File: src/rtl/sw_mailbox_pkg.sv
// sw_mailbox_pkg
//   Shared types for the main/sound CPU mailbox controller:
//   channel state, reset-sequencer state and the sequencer counter width helper.
package sw_mailbox_pkg;

    typedef enum logic {
        CH_EMPTY = 1'b0,
        CH_FULL  = 1'b1
    } ch_state_e;

    typedef enum logic {
        SEQ_RUN  = 1'b0,
        SEQ_HOLD = 1'b1
    } seq_state_e;

    // Bits needed to hold RST_CYCLES-1; never narrower than one bit.
    function automatic int cnt_width(input int cycles);
        return (cycles < 2) ? 1 : $clog2(cycles);
    endfunction

endpackage

File: src/rtl/sw_mailbox_chan.sv
// sw_mailbox_chan
//   One mailbox direction: WIDTH-bit latch, EMPTY/FULL state and sticky overrun.
//   Ports:
//     clk, rst_n      system clock / async active-low reset
//     wr, din         write strobe and data (latch loads on the strobe edge)
//     rd              consume strobe
//     flush           force EMPTY and clear overrun (latch contents kept)
//     clr_ovr         clear the overrun flag
//     dout, full, ovr latch contents, pending flag, sticky overrun
//
//   state    | meaning
//   CH_EMPTY | nothing pending for the reader
//   CH_FULL  | latch holds an unread value
module sw_mailbox_chan
    import sw_mailbox_pkg::*;
#(
    parameter int WIDTH = 8
) (
    input  logic             clk,
    input  logic             rst_n,
    input  logic             wr,
    input  logic [WIDTH-1:0] din,
    input  logic             rd,
    input  logic             flush,
    input  logic             clr_ovr,
    output logic [WIDTH-1:0] dout,
    output logic             full,
    output logic             ovr
);

    ch_state_e        state_q, state_d;
    logic             ovr_q, ovr_d;
    logic [WIDTH-1:0] data_q;

    always_ff @(posedge clk or negedge rst_n) begin
        if (!rst_n) begin
            state_q <= CH_EMPTY;
            ovr_q   <= 1'b0;
            data_q  <= '0;
        end else begin
            state_q <= state_d;
            ovr_q   <= ovr_d;
            if (wr) begin
                data_q <= din;
            end
        end
    end

    always_comb begin
        state_d = state_q;
        ovr_d   = ovr_q;
        if (flush) begin
            // A write landing on the flush edge is still accepted.
            state_d = wr ? CH_FULL : CH_EMPTY;
            ovr_d   = 1'b0;
        end else if (wr) begin
            state_d = CH_FULL;
            // A read in the same cycle consumes the old value, so no overrun.
            if (state_q == CH_FULL && !rd) begin
                ovr_d = 1'b1;
            end else if (clr_ovr) begin
                ovr_d = 1'b0;
            end
        end else begin
            if (rd) begin
                state_d = CH_EMPTY;
            end
            if (clr_ovr) begin
                ovr_d = 1'b0;
            end
        end
    end

    assign dout = data_q;
    assign full = (state_q == CH_FULL);
    assign ovr  = ovr_q;

endmodule

File: src/rtl/sw_mailbox_ctrl.sv
// sw_mailbox_ctrl
//   Command/response mailbox between the main CPU and the sound CPU, plus the
//   main-CPU-initiated sound CPU reset sequencer.
//   Ports:
//     Clk, Reset_bar            system clock / async active-low reset
//     main_wr, main_din         command write strobe/data (main side)
//     main_rd, main_dout        response consume strobe / response latch
//     snd_wr, snd_din           response write strobe/data (sound side)
//     snd_rd, snd_dout          command consume strobe / command latch
//     cmd_full, rsp_full        pending flags per direction
//     cmd_ovr, rsp_ovr          sticky overrun flags
//     clr_ovr                   clear both overrun flags
//     snd_nmi                   NMI level to sound CPU (pending command)
//     snd_rst_req               request a sound CPU reset
//     snd_reset_bar             active-low reset to sound CPU
//
//   state    | meaning
//   SEQ_RUN  | sound CPU running, sound-side strobes honoured
//   SEQ_HOLD | sound CPU held in reset, counter running down to 0
module sw_mailbox_ctrl
    import sw_mailbox_pkg::*;
#(
    parameter int WIDTH      = 8,
    parameter int RST_CYCLES = 32
) (
    input  logic             Clk,
    input  logic             Reset_bar,
    input  logic             main_wr,
    input  logic [WIDTH-1:0] main_din,
    input  logic             main_rd,
    output logic [WIDTH-1:0] main_dout,
    input  logic             snd_wr,
    input  logic [WIDTH-1:0] snd_din,
    input  logic             snd_rd,
    output logic [WIDTH-1:0] snd_dout,
    output logic             cmd_full,
    output logic             rsp_full,
    output logic             cmd_ovr,
    output logic             rsp_ovr,
    output logic             snd_nmi,
    input  logic             snd_rst_req,
    output logic             snd_reset_bar,
    input  logic             clr_ovr
);

    localparam int              CNT_W    = cnt_width(RST_CYCLES);
    localparam logic [CNT_W-1:0] CNT_LOAD = CNT_W'(RST_CYCLES - 1);

    seq_state_e       seq_q, seq_d;
    logic [CNT_W-1:0] cnt_q, cnt_d;
    logic             flush;
    logic             snd_ok;

    always_ff @(posedge Clk or negedge Reset_bar) begin
        if (!Reset_bar) begin
            seq_q <= SEQ_HOLD;
            cnt_q <= CNT_LOAD;
        end else begin
            seq_q <= seq_d;
            cnt_q <= cnt_d;
        end
    end

    always_comb begin
        seq_d = seq_q;
        cnt_d = cnt_q;
        unique case (seq_q)
            SEQ_RUN: begin
                if (snd_rst_req) begin
                    seq_d = SEQ_HOLD;
                    cnt_d = CNT_LOAD;
                end
            end
            SEQ_HOLD: begin
                if (snd_rst_req) begin
                    cnt_d = CNT_LOAD;
                end else if (cnt_q == '0) begin
                    seq_d = SEQ_RUN;
                end else begin
                    cnt_d = cnt_q - CNT_W'(1);
                end
            end
            default: begin
                seq_d = SEQ_HOLD;
                cnt_d = CNT_LOAD;
            end
        endcase
    end

    // Channels are flushed only on the RUN->HOLD transition; a re-request
    // while already holding just restarts the counter.
    assign flush  = (seq_q == SEQ_RUN) && snd_rst_req;
    // The sound CPU is (or is about to be) in reset: drop its strobes.
    assign snd_ok = (seq_q == SEQ_RUN) && !snd_rst_req;

    sw_mailbox_chan #(.WIDTH(WIDTH)) u_cmd (
        .clk     (Clk),
        .rst_n   (Reset_bar),
        .wr      (main_wr),
        .din     (main_din),
        .rd      (snd_rd && snd_ok),
        .flush   (flush),
        .clr_ovr (clr_ovr),
        .dout    (snd_dout),
        .full    (cmd_full),
        .ovr     (cmd_ovr)
    );

    sw_mailbox_chan #(.WIDTH(WIDTH)) u_rsp (
        .clk     (Clk),
        .rst_n   (Reset_bar),
        .wr      (snd_wr && snd_ok),
        .din     (snd_din),
        .rd      (main_rd),
        .flush   (flush),
        .clr_ovr (clr_ovr),
        .dout    (main_dout),
        .full    (rsp_full),
        .ovr     (rsp_ovr)
    );

    assign snd_nmi       = cmd_full;
    assign snd_reset_bar = (seq_q == SEQ_RUN);

endmodule

File: config.mk
export PLATFORM = sky130hd
export DESIGN_NAME = sw_mailbox_ctrl
export DESIGN_NICKNAME = d
export VERILOG_FILES = /design/src/rtl/sw_mailbox_pkg.sv /design/src/rtl/sw_mailbox_chan.sv /design/src/rtl/sw_mailbox_ctrl.sv
export SDC_FILE = /design/constraint.sdc
export NUM_CORES = 1
export LEC_CHECK = 0
export CORE_MARGIN = 2
export CORE_UTILIZATION = 41
export CTS_CLUSTER_DIAMETER = 50
export DETAILED_ROUTE_END_ITERATION = 16
export GPL_ROUTABILITY_DRIVEN = 0
export PLACE_DENSITY = 0.79
export SLEW_MARGIN = 20
export SYNTH_ARGS = -nofsm -noshare
export SYNTH_HDL_FRONTEND = slang
export SYNTH_SLANG_ARGS = --single-unit
File: constraint.sdc
create_clock -name Clk -period 1.5 [get_ports Clk]
set_input_delay 0.3 -clock Clk [delete_from_list [all_inputs] [get_ports Clk]]
set_output_delay 0.3 -clock Clk [all_outputs]
set_load 0.005 [all_outputs]
==> results.sh, run 1 <==
export IMPL_dpl_cell_area_sq_um=1620
export IMPL_nets=165
export IMPL_syn_inst=82
export IMPL_track_usage_pct=16.5
export IMPL_maxSlewHeadroom_pct=79.1
export IMPL_antenna_cells=0
export IMPL_core_sq_um=2500
export IMPL_cts_tree="yes"
export IMPL_syn_avg_cell_area_sq_um=13.3
export IMPL_syn2layout_area_growth_pct=58.2
export IMPL_rows=18
export IMPL_start_util_pct=43.7
export IMPL_die_x_um=55.6
export IMPL_wl_per_cell_um=13.4
export IMPL_holdBufCountCts=0
export IMPL_ir_drop_v=0.000692
export IMPL_p_seq_share_pct=58.4
export IMPL_finalHoldViolCount=0
export IMPL_cts_max_path_buffers=2
export IMPL_synthDistinctLibCells=23
export IMPL_fin_skew_ps=6.87
export IMPL_synth_top_cell_by_area="dfrtp_1"
export IMPL_slew_violations=0
export IMPL_grt_pass1_wl_mm=4.03
export IMPL_dieHeight_um=55.6
export IMPL_async_flop_share_pct=100
export IMPL_ys_seq_area_share_pct=60.2
export IMPL_fmax_mhz=659
export IMPL_cp_slowest_cell="dfstp_2"
export IMPL_violations="setup timing"
export IMPL_vias_per_cell=4.89
export IMPL_tightest_slew_ps=313
export IMPL_required_ps=1760
export IMPL_stdcell_count=169
export IMPL_firstDrtPassIters=4
export IMPL_switchingPower_w=0.000278
export IMPL_io_buffers=45
export IMPL_end_kind="flop"
export IMPL_switching_share_pct=21.3
export IMPL_drv_cap=0
export IMPL_ioPinCount=46
export IMPL_clock_sinks=26
export IMPL_crit_arrival_ps=1780
export IMPL_die_area_sq_um=3100
export IMPL_grt_max_degree=27
export IMPL_critical_path_buf_inv_count=1
export IMPL_synth_edf_count=0
export IMPL_antenna_found_initial=0
export IMPL_run_status="finished, violations left"
export IMPL_h_tree_depth=1
export IMPL_root_buffer="clkbuf_4"
export IMPL_drtAntennaViolNets=0
export IMPL_dp_cells=161
export IMPL_ff2ff_setup_slack_ps=-20
export IMPL_yosysMostFrequentCell="dfrtp_1"
export IMPL_yosys_warnings=0
export IMPL_yosysTopAreaCellShare_pct=45.8
export IMPL_min_period_ps=1520
export IMPL_setup_violations=1
export IMPL_drtIter0Drc=7
export IMPL_clkPwrFrac_pct=26.2
export IMPL_start_kind="flop"
export IMPL_mappedNetlistArea_sq_um=1090
export IMPL_cp_cell_sequence="buf_4 -> or4b_4 -> a21oi_2 -> o31ai_2"
export IMPL_dpl_hpwl_mm=1.71
export IMPL_synth_top_cells_by_count="dfrtp_1, mux2_2, dfstp_2"
export IMPL_cts_buffers=3
export IMPL_grt_pass1_vias=886
export IMPL_cp_max_fo=7
export IMPL_path_clk_slew_ps=130
export IMPL_synth_area_top_cells="dfrtp_1, mux2_2, dfstp_2, nand2b_1, o31ai_1"
export IMPL_min_path_type="input pin to async pin"
export IMPL_clk_insertion_delay_late_ps=320
export IMPL_overflow=0
export IMPL_critPathTopFamily="flip-flops"
export IMPL_intPower_w=0.00103
export IMPL_fin_area_sq_um=1730
export IMPL_worst_slack_ps=-17.1
export IMPL_pwr_density_cell_nw_per_um2=756
export IMPL_ys_flop_type="dfrtp_1"
export IMPL_grt_setup_unrepaired="true"
export IMPL_drc=0
export IMPL_routed_wl_mm=2.27
export IMPL_comb_power_share_pct=15.5
export IMPL_cpPeakStageDelay_ps=560
export IMPL_synth_nets=107
export IMPL_path_class="flop to flop"
export IMPL_finalCritPeriodShare_pct=101
export IMPL_p_total_w=0.00131
export IMPL_vias=827
export IMPL_ys_ff_latch=26
export IMPL_leakage_nw=0.905
export IMPL_drive_gt1_share_pct=31.7
[layout make-up]
cell class | instances | area, sq um
tap | 30 | 37.5
inverter | 5 | 18.8
multi-input combinational | 48 | 428
fill | 188 | 769
sequential | 26 | 658
clock buffer | 4 | 36.3
timing repair buffer | 56 | 552
[cell usage in the layout, fill, tap and decap left out, drive strengths merged]
cell	netlist	routed
o31ai	3	3
and2b	1	1
buf	1	11
mux2i	2	2
o32ai	2	2
dfrtp	20	20
dfstp	6	6
nor2b	2	2
or3	1	1
a21o	1	1
clkdlybuf4s15	0	1
ha	1	1
or4b	1	1
dlygate4sd2	0	9
nand2	2	2
dlymetal6s2s	0	12
nand2b	6	6
clkbuf	2	4
a21oi	3	3
o21bai	1	1
o211ai	1	1
inv	5	5
mux2	16	16
nor2	5	5
clkdlybuf4s50	0	23
[cell families (layout without fill, tap and decap cells)]
kind of cell    Yosys count  after routing  share of synthesized area (%)
simple gates             18             18                           10.2
buf+inv                   8             65                           3.09
flops                    26             26                           60.2
mux                      18             18                           18.3
compound gates           11             11                           7.09
fa+ha+maj                 1              1                           1.14
[state kept, by name, indices dropped and copies added (netlist names)]
| register | flops |
|---|---|
| u_cmd.dout | 8 |
| u_rsp.full | 1 |
| u_cmd.ovr | 1 |
| seq_q | 1 |
| u_rsp.dout | 8 |
| cnt_q | 5 |
| u_rsp.ovr | 1 |
| u_cmd.full | 1 |
[per-layer routing]
metal	track usage [%]	wire [um]
met1	18.8	899
met5	0	0
met3	4.42	108
met2	29.6	1240
met4	5.92	27
[path summary, 6_finish.rpt]
kind / startpoint / to / cells after the start
worst max register to register: seq_q / cnt_q[3] / 4
worst min-delay path: Reset_bar / u_cmd.dout[3] / 2
worst min register to register: u_cmd.dout[0] / u_cmd.dout[0] / 1
min in group Clk: u_cmd.dout[0] / u_cmd.dout[0] / 1
worst max-delay path: seq_q / cnt_q[3] / 4
max in group asynchronous: Reset_bar / cnt_q[1] / 2
[power by group through the flow]
stage	clock network, W	registers [W]	logic, W
after floorplan	0	0.000779	0.0000555
after global placement	0	0.000777	0.000211
after detailed placement	0	0.000779	0.000215
after CTS	0.000352	0.000765	0.000210
after global routing	0.000382	0.000770	0.000220
final	0.000342	0.000764	0.000202
[worst register-to-register path: stages, from the launching register on]
cell and delay [ps]:
dfstp_2 560, buf_4 160, or4b_4 490, a21oi_2 170, o31ai_2 80
[per-stage QoR]
stage	utilization, %	hold slack (ps)	setup WS, ps	TNS (ps)
after global placement	64.8	492	-74.9	-591
after floorplan	-	4.41	159	0
after global routing	69.2	337	-59.2	-59.2
after CTS	67.1	340	2.27	0
final	69.2	332	-17.1	-17.1
after detailed placement	64.8	495	-78.7	-638
[timing repair]
| item | in CTS | in global routing |
|---|---|---|
| setup buffers | 4 | 0 |
| gates resized for setup | 11 | 17 |
| setup endpoints to repair | 14 | 16 |
No activity file was read; power rests on OpenSTA's default activity.
==> inputs of run 2 (changes only) <==
--- a/config.mk
+++ b/config.mk
@@ -5,12 +5,13 @@
 export SDC_FILE = /design/constraint.sdc
 export NUM_CORES = 1
 export LEC_CHECK = 0
+export CORE_ASPECT_RATIO = 1.75
 export CORE_MARGIN = 2
-export CORE_UTILIZATION = 41
+export CORE_UTILIZATION = 44
 export CTS_CLUSTER_DIAMETER = 50
 export DETAILED_ROUTE_END_ITERATION = 16
 export GPL_ROUTABILITY_DRIVEN = 0
-export PLACE_DENSITY = 0.79
+export PLACE_DENSITY = 0.83
 export SLEW_MARGIN = 20
 export SYNTH_ARGS = -nofsm -noshare
 export SYNTH_HDL_FRONTEND = slang
==> constraint.sdc (replaced) <==
create_clock -name Clk -period 1.9 [get_ports Clk]
set_input_delay 0.38 -clock Clk [delete_from_list [all_inputs] [get_ports Clk]]
set_output_delay 0.38 -clock Clk [all_outputs]
set_load 0.005 [all_outputs]
==> results.sh, run 2 (synthesis gave the netlist of run 1 again) <==
export IMPL_required_ps=1520
export IMPL_ioPinCount=46
export IMPL_stdcell_count=155
export IMPL_tightest_slew_ps=625
export IMPL_final_cell_mix="clkdlybuf4s50_1, dfrtp_1, mux2_2, dfstp_2"
export IMPL_vias=807
export IMPL_maxSlewHeadroom_pct=58.0
export IMPL_layout_commonest_cell="clkdlybuf4s50_1"
export IMPL_cp_cell_sequence="inv_1 -> clkdlybuf4s50_1"
export IMPL_intPower_w=0.000886
export IMPL_min_path_type="input pin to async pin"
export IMPL_firstDrtPassIters=4
export IMPL_p_seq_share_pct=53.8
export IMPL_finalHoldViolCount=0
export IMPL_comb_power_share_pct=14.8
export IMPL_met3_usage_pct=1.29
export IMPL_min_period_ps=1750
export IMPL_crit_arrival_ps=1370
export IMPL_ir_drop_v=0.000543
export IMPL_dpl_hpwl_mm=1.81
export IMPL_finalCritPeriodShare_pct=91.9
export IMPL_syn2layout_area_growth_pct=49.1
export IMPL_cts_tree="yes"
export IMPL_io_buffers=45
export IMPL_multi_input_comb_area_sq_um=402
export IMPL_holdBufCountCts=0
export IMPL_root_buffer="clkbuf_8"
export IMPL_setup_violations=0
export IMPL_drv_cap=0
export IMPL_switching_share_pct=20.9
export IMPL_routed_wl_mm=2.33
export IMPL_grt_most_used_layer="met2"
export IMPL_drive_gt1_share_pct=23.8
export IMPL_track_usage_pct=18.0
export IMPL_vias_per_cell=5.21
export IMPL_cts_setup_buffers=0
export IMPL_grt_max_degree=27
export IMPL_dieHeight_um=70.0
export IMPL_nets=156
export IMPL_overflow=0
export IMPL_clock_sinks=26
export IMPL_grt_pass1_wl_mm=4.09
export IMPL_clkPwrFrac_pct=31.4
export IMPL_drtAntennaViolNets=0
export IMPL_drc=0
export IMPL_dp_cells=151
export IMPL_grt_pass1_vias=891
export IMPL_end_kind="output port"
export IMPL_slew_violations=0
export IMPL_wl_per_cell_um=15.1
export IMPL_die_area_sq_um=2920
export IMPL_path_class="flop to output port"
export IMPL_fillers=183
export IMPL_fin_skew_ps=4.21
export IMPL_start_util_pct=46.9
export IMPL_drtIter0Drc=23
export IMPL_cpPeakStageDelay_ps=600
export IMPL_grt_util_met1_pct=21.6
export IMPL_antenna_found_initial=0
export IMPL_rows=23
export IMPL_core_sq_um=2330
export IMPL_cp_slowest_cell="dfstp_2"
export IMPL_pwr_density_cell_nw_per_um2=688
export IMPL_switchingPower_w=0.000235
export IMPL_die_x_um=41.7
export IMPL_cts_buffers=3
export IMPL_regArea_sq_um=658
export IMPL_antenna_cells=0
export IMPL_grt_setup_unrepaired="false"
export IMPL_fmax_mhz=573
export IMPL_leakage_nw=0.704
export IMPL_path_clk_slew_ps=90
export IMPL_start_kind="flop"
export IMPL_clk_insertion_delay_late_ps=260
export IMPL_gr_usage_met2_pct=31.8
export IMPL_run_status="complete, no violations"
export IMPL_h_tree_depth=1
export IMPL_post_cts_resized=0
export IMPL_cp_max_fo=8
export IMPL_fin_tns_setup_ps=0
export IMPL_cts_max_path_buffers=2
[run 2: cell count changes in the layout (fill, tap and decap cells not counted), moves of 3 or more]
cell             previous run  this run
buf_4                      11         2
clkbuf_4                    3         0
clkbuf_8                    1         4
dlymetal6s2s_1             12         0
clkdlybuf4s50_1            23        45
dlygate4sd2_1               9         0
[run 2: metal layers]
| metal | wire length (um) | vias up | share of wire (%) |
|---|---|---|---|
| met4 | 35 | 0 | 1.5 |
| met3 | 78 | 2 | 3.3 |
| li1 | - | 384 | - |
| met1 | 884 | 395 | 38 |
| met5 | 0 | - | 0 |
| met2 | 1340 | 26 | 57 |
[run 2: power by group through the flow]
stage / clock network (W) / logic [W] / registers, W
global placement: 0 / 0.000162 / 0.000612
CTS: 0.000361 / 0.000170 / 0.000603
finish: 0.000352 / 0.000166 / 0.000603
detailed placement: 0 / 0.000168 / 0.000613
floorplan: 0 / 0.0000439 / 0.000615
global route: 0.000388 / 0.000180 / 0.000608
[run 2: path summary, 6_finish.rpt]
kind	cells past startpoint	to	from	slack, ps
max in group asynchronous	2	cnt_q[2]	Reset_bar	1130
worst min register to register	1	u_rsp.dout[3]	u_rsp.dout[3]	510
min in group Clk	1	u_rsp.dout[3]	u_rsp.dout[3]	510
worst max-delay path	2	snd_reset_bar	seq_q	150
worst min-delay path	2	u_cmd.dout[6]	Reset_bar	470
worst max register to register	5	cnt_q[1]	cnt_q[0]	290
[run 2: through the flow]
stage	total power, W	hold slack [ps]	area, sq um	utilization, %	setup WS (ps)
floorplan	0.000658	84.4	1090	-	559
global placement	0.000774	490	1580	67.6	109
detailed placement	0.000781	495	1580	67.6	25.1
CTS	0.00113	488	1630	69.9	135
global route	0.00118	501	1630	69.9	93.8
finish	0.00112	470	1630	69.9	154
[run 2: worst max-delay path, delay by kind of cell, from the launching register on]
| kind | cells | cell delay, ps |
|---|---|---|
| flops | 1 | 600 |
| buf+inv | 2 | 510 |
[run 2: cell type report]
class	count	area share [%]
multi-input combinational	48	24.6
timing repair buffer	47	28.5
inverter	5	1.15
clock buffer	4	3.38
tap	25	1.92
sequential	26	40.4
==> inputs of run 3 (changes only) <==
--- a/config.mk
+++ b/config.mk
@@ -5,6 +5,7 @@
 export SDC_FILE = /design/constraint.sdc
 export NUM_CORES = 1
 export LEC_CHECK = 0
+export ABC_CLOCK_PERIOD_IN_PS = 1900
 export CORE_ASPECT_RATIO = 1.75
 export CORE_MARGIN = 2
 export CORE_UTILIZATION = 44
@@ -12,7 +13,6 @@
 export DETAILED_ROUTE_END_ITERATION = 16
 export GPL_ROUTABILITY_DRIVEN = 0
 export PLACE_DENSITY = 0.83
-export SLEW_MARGIN = 20
 export SYNTH_ARGS = -nofsm -noshare
 export SYNTH_HDL_FRONTEND = slang
 export SYNTH_SLANG_ARGS = --single-unit
==> results of run 3 <==
No change in the layout: final DEF, timing and power equal those of run 2.
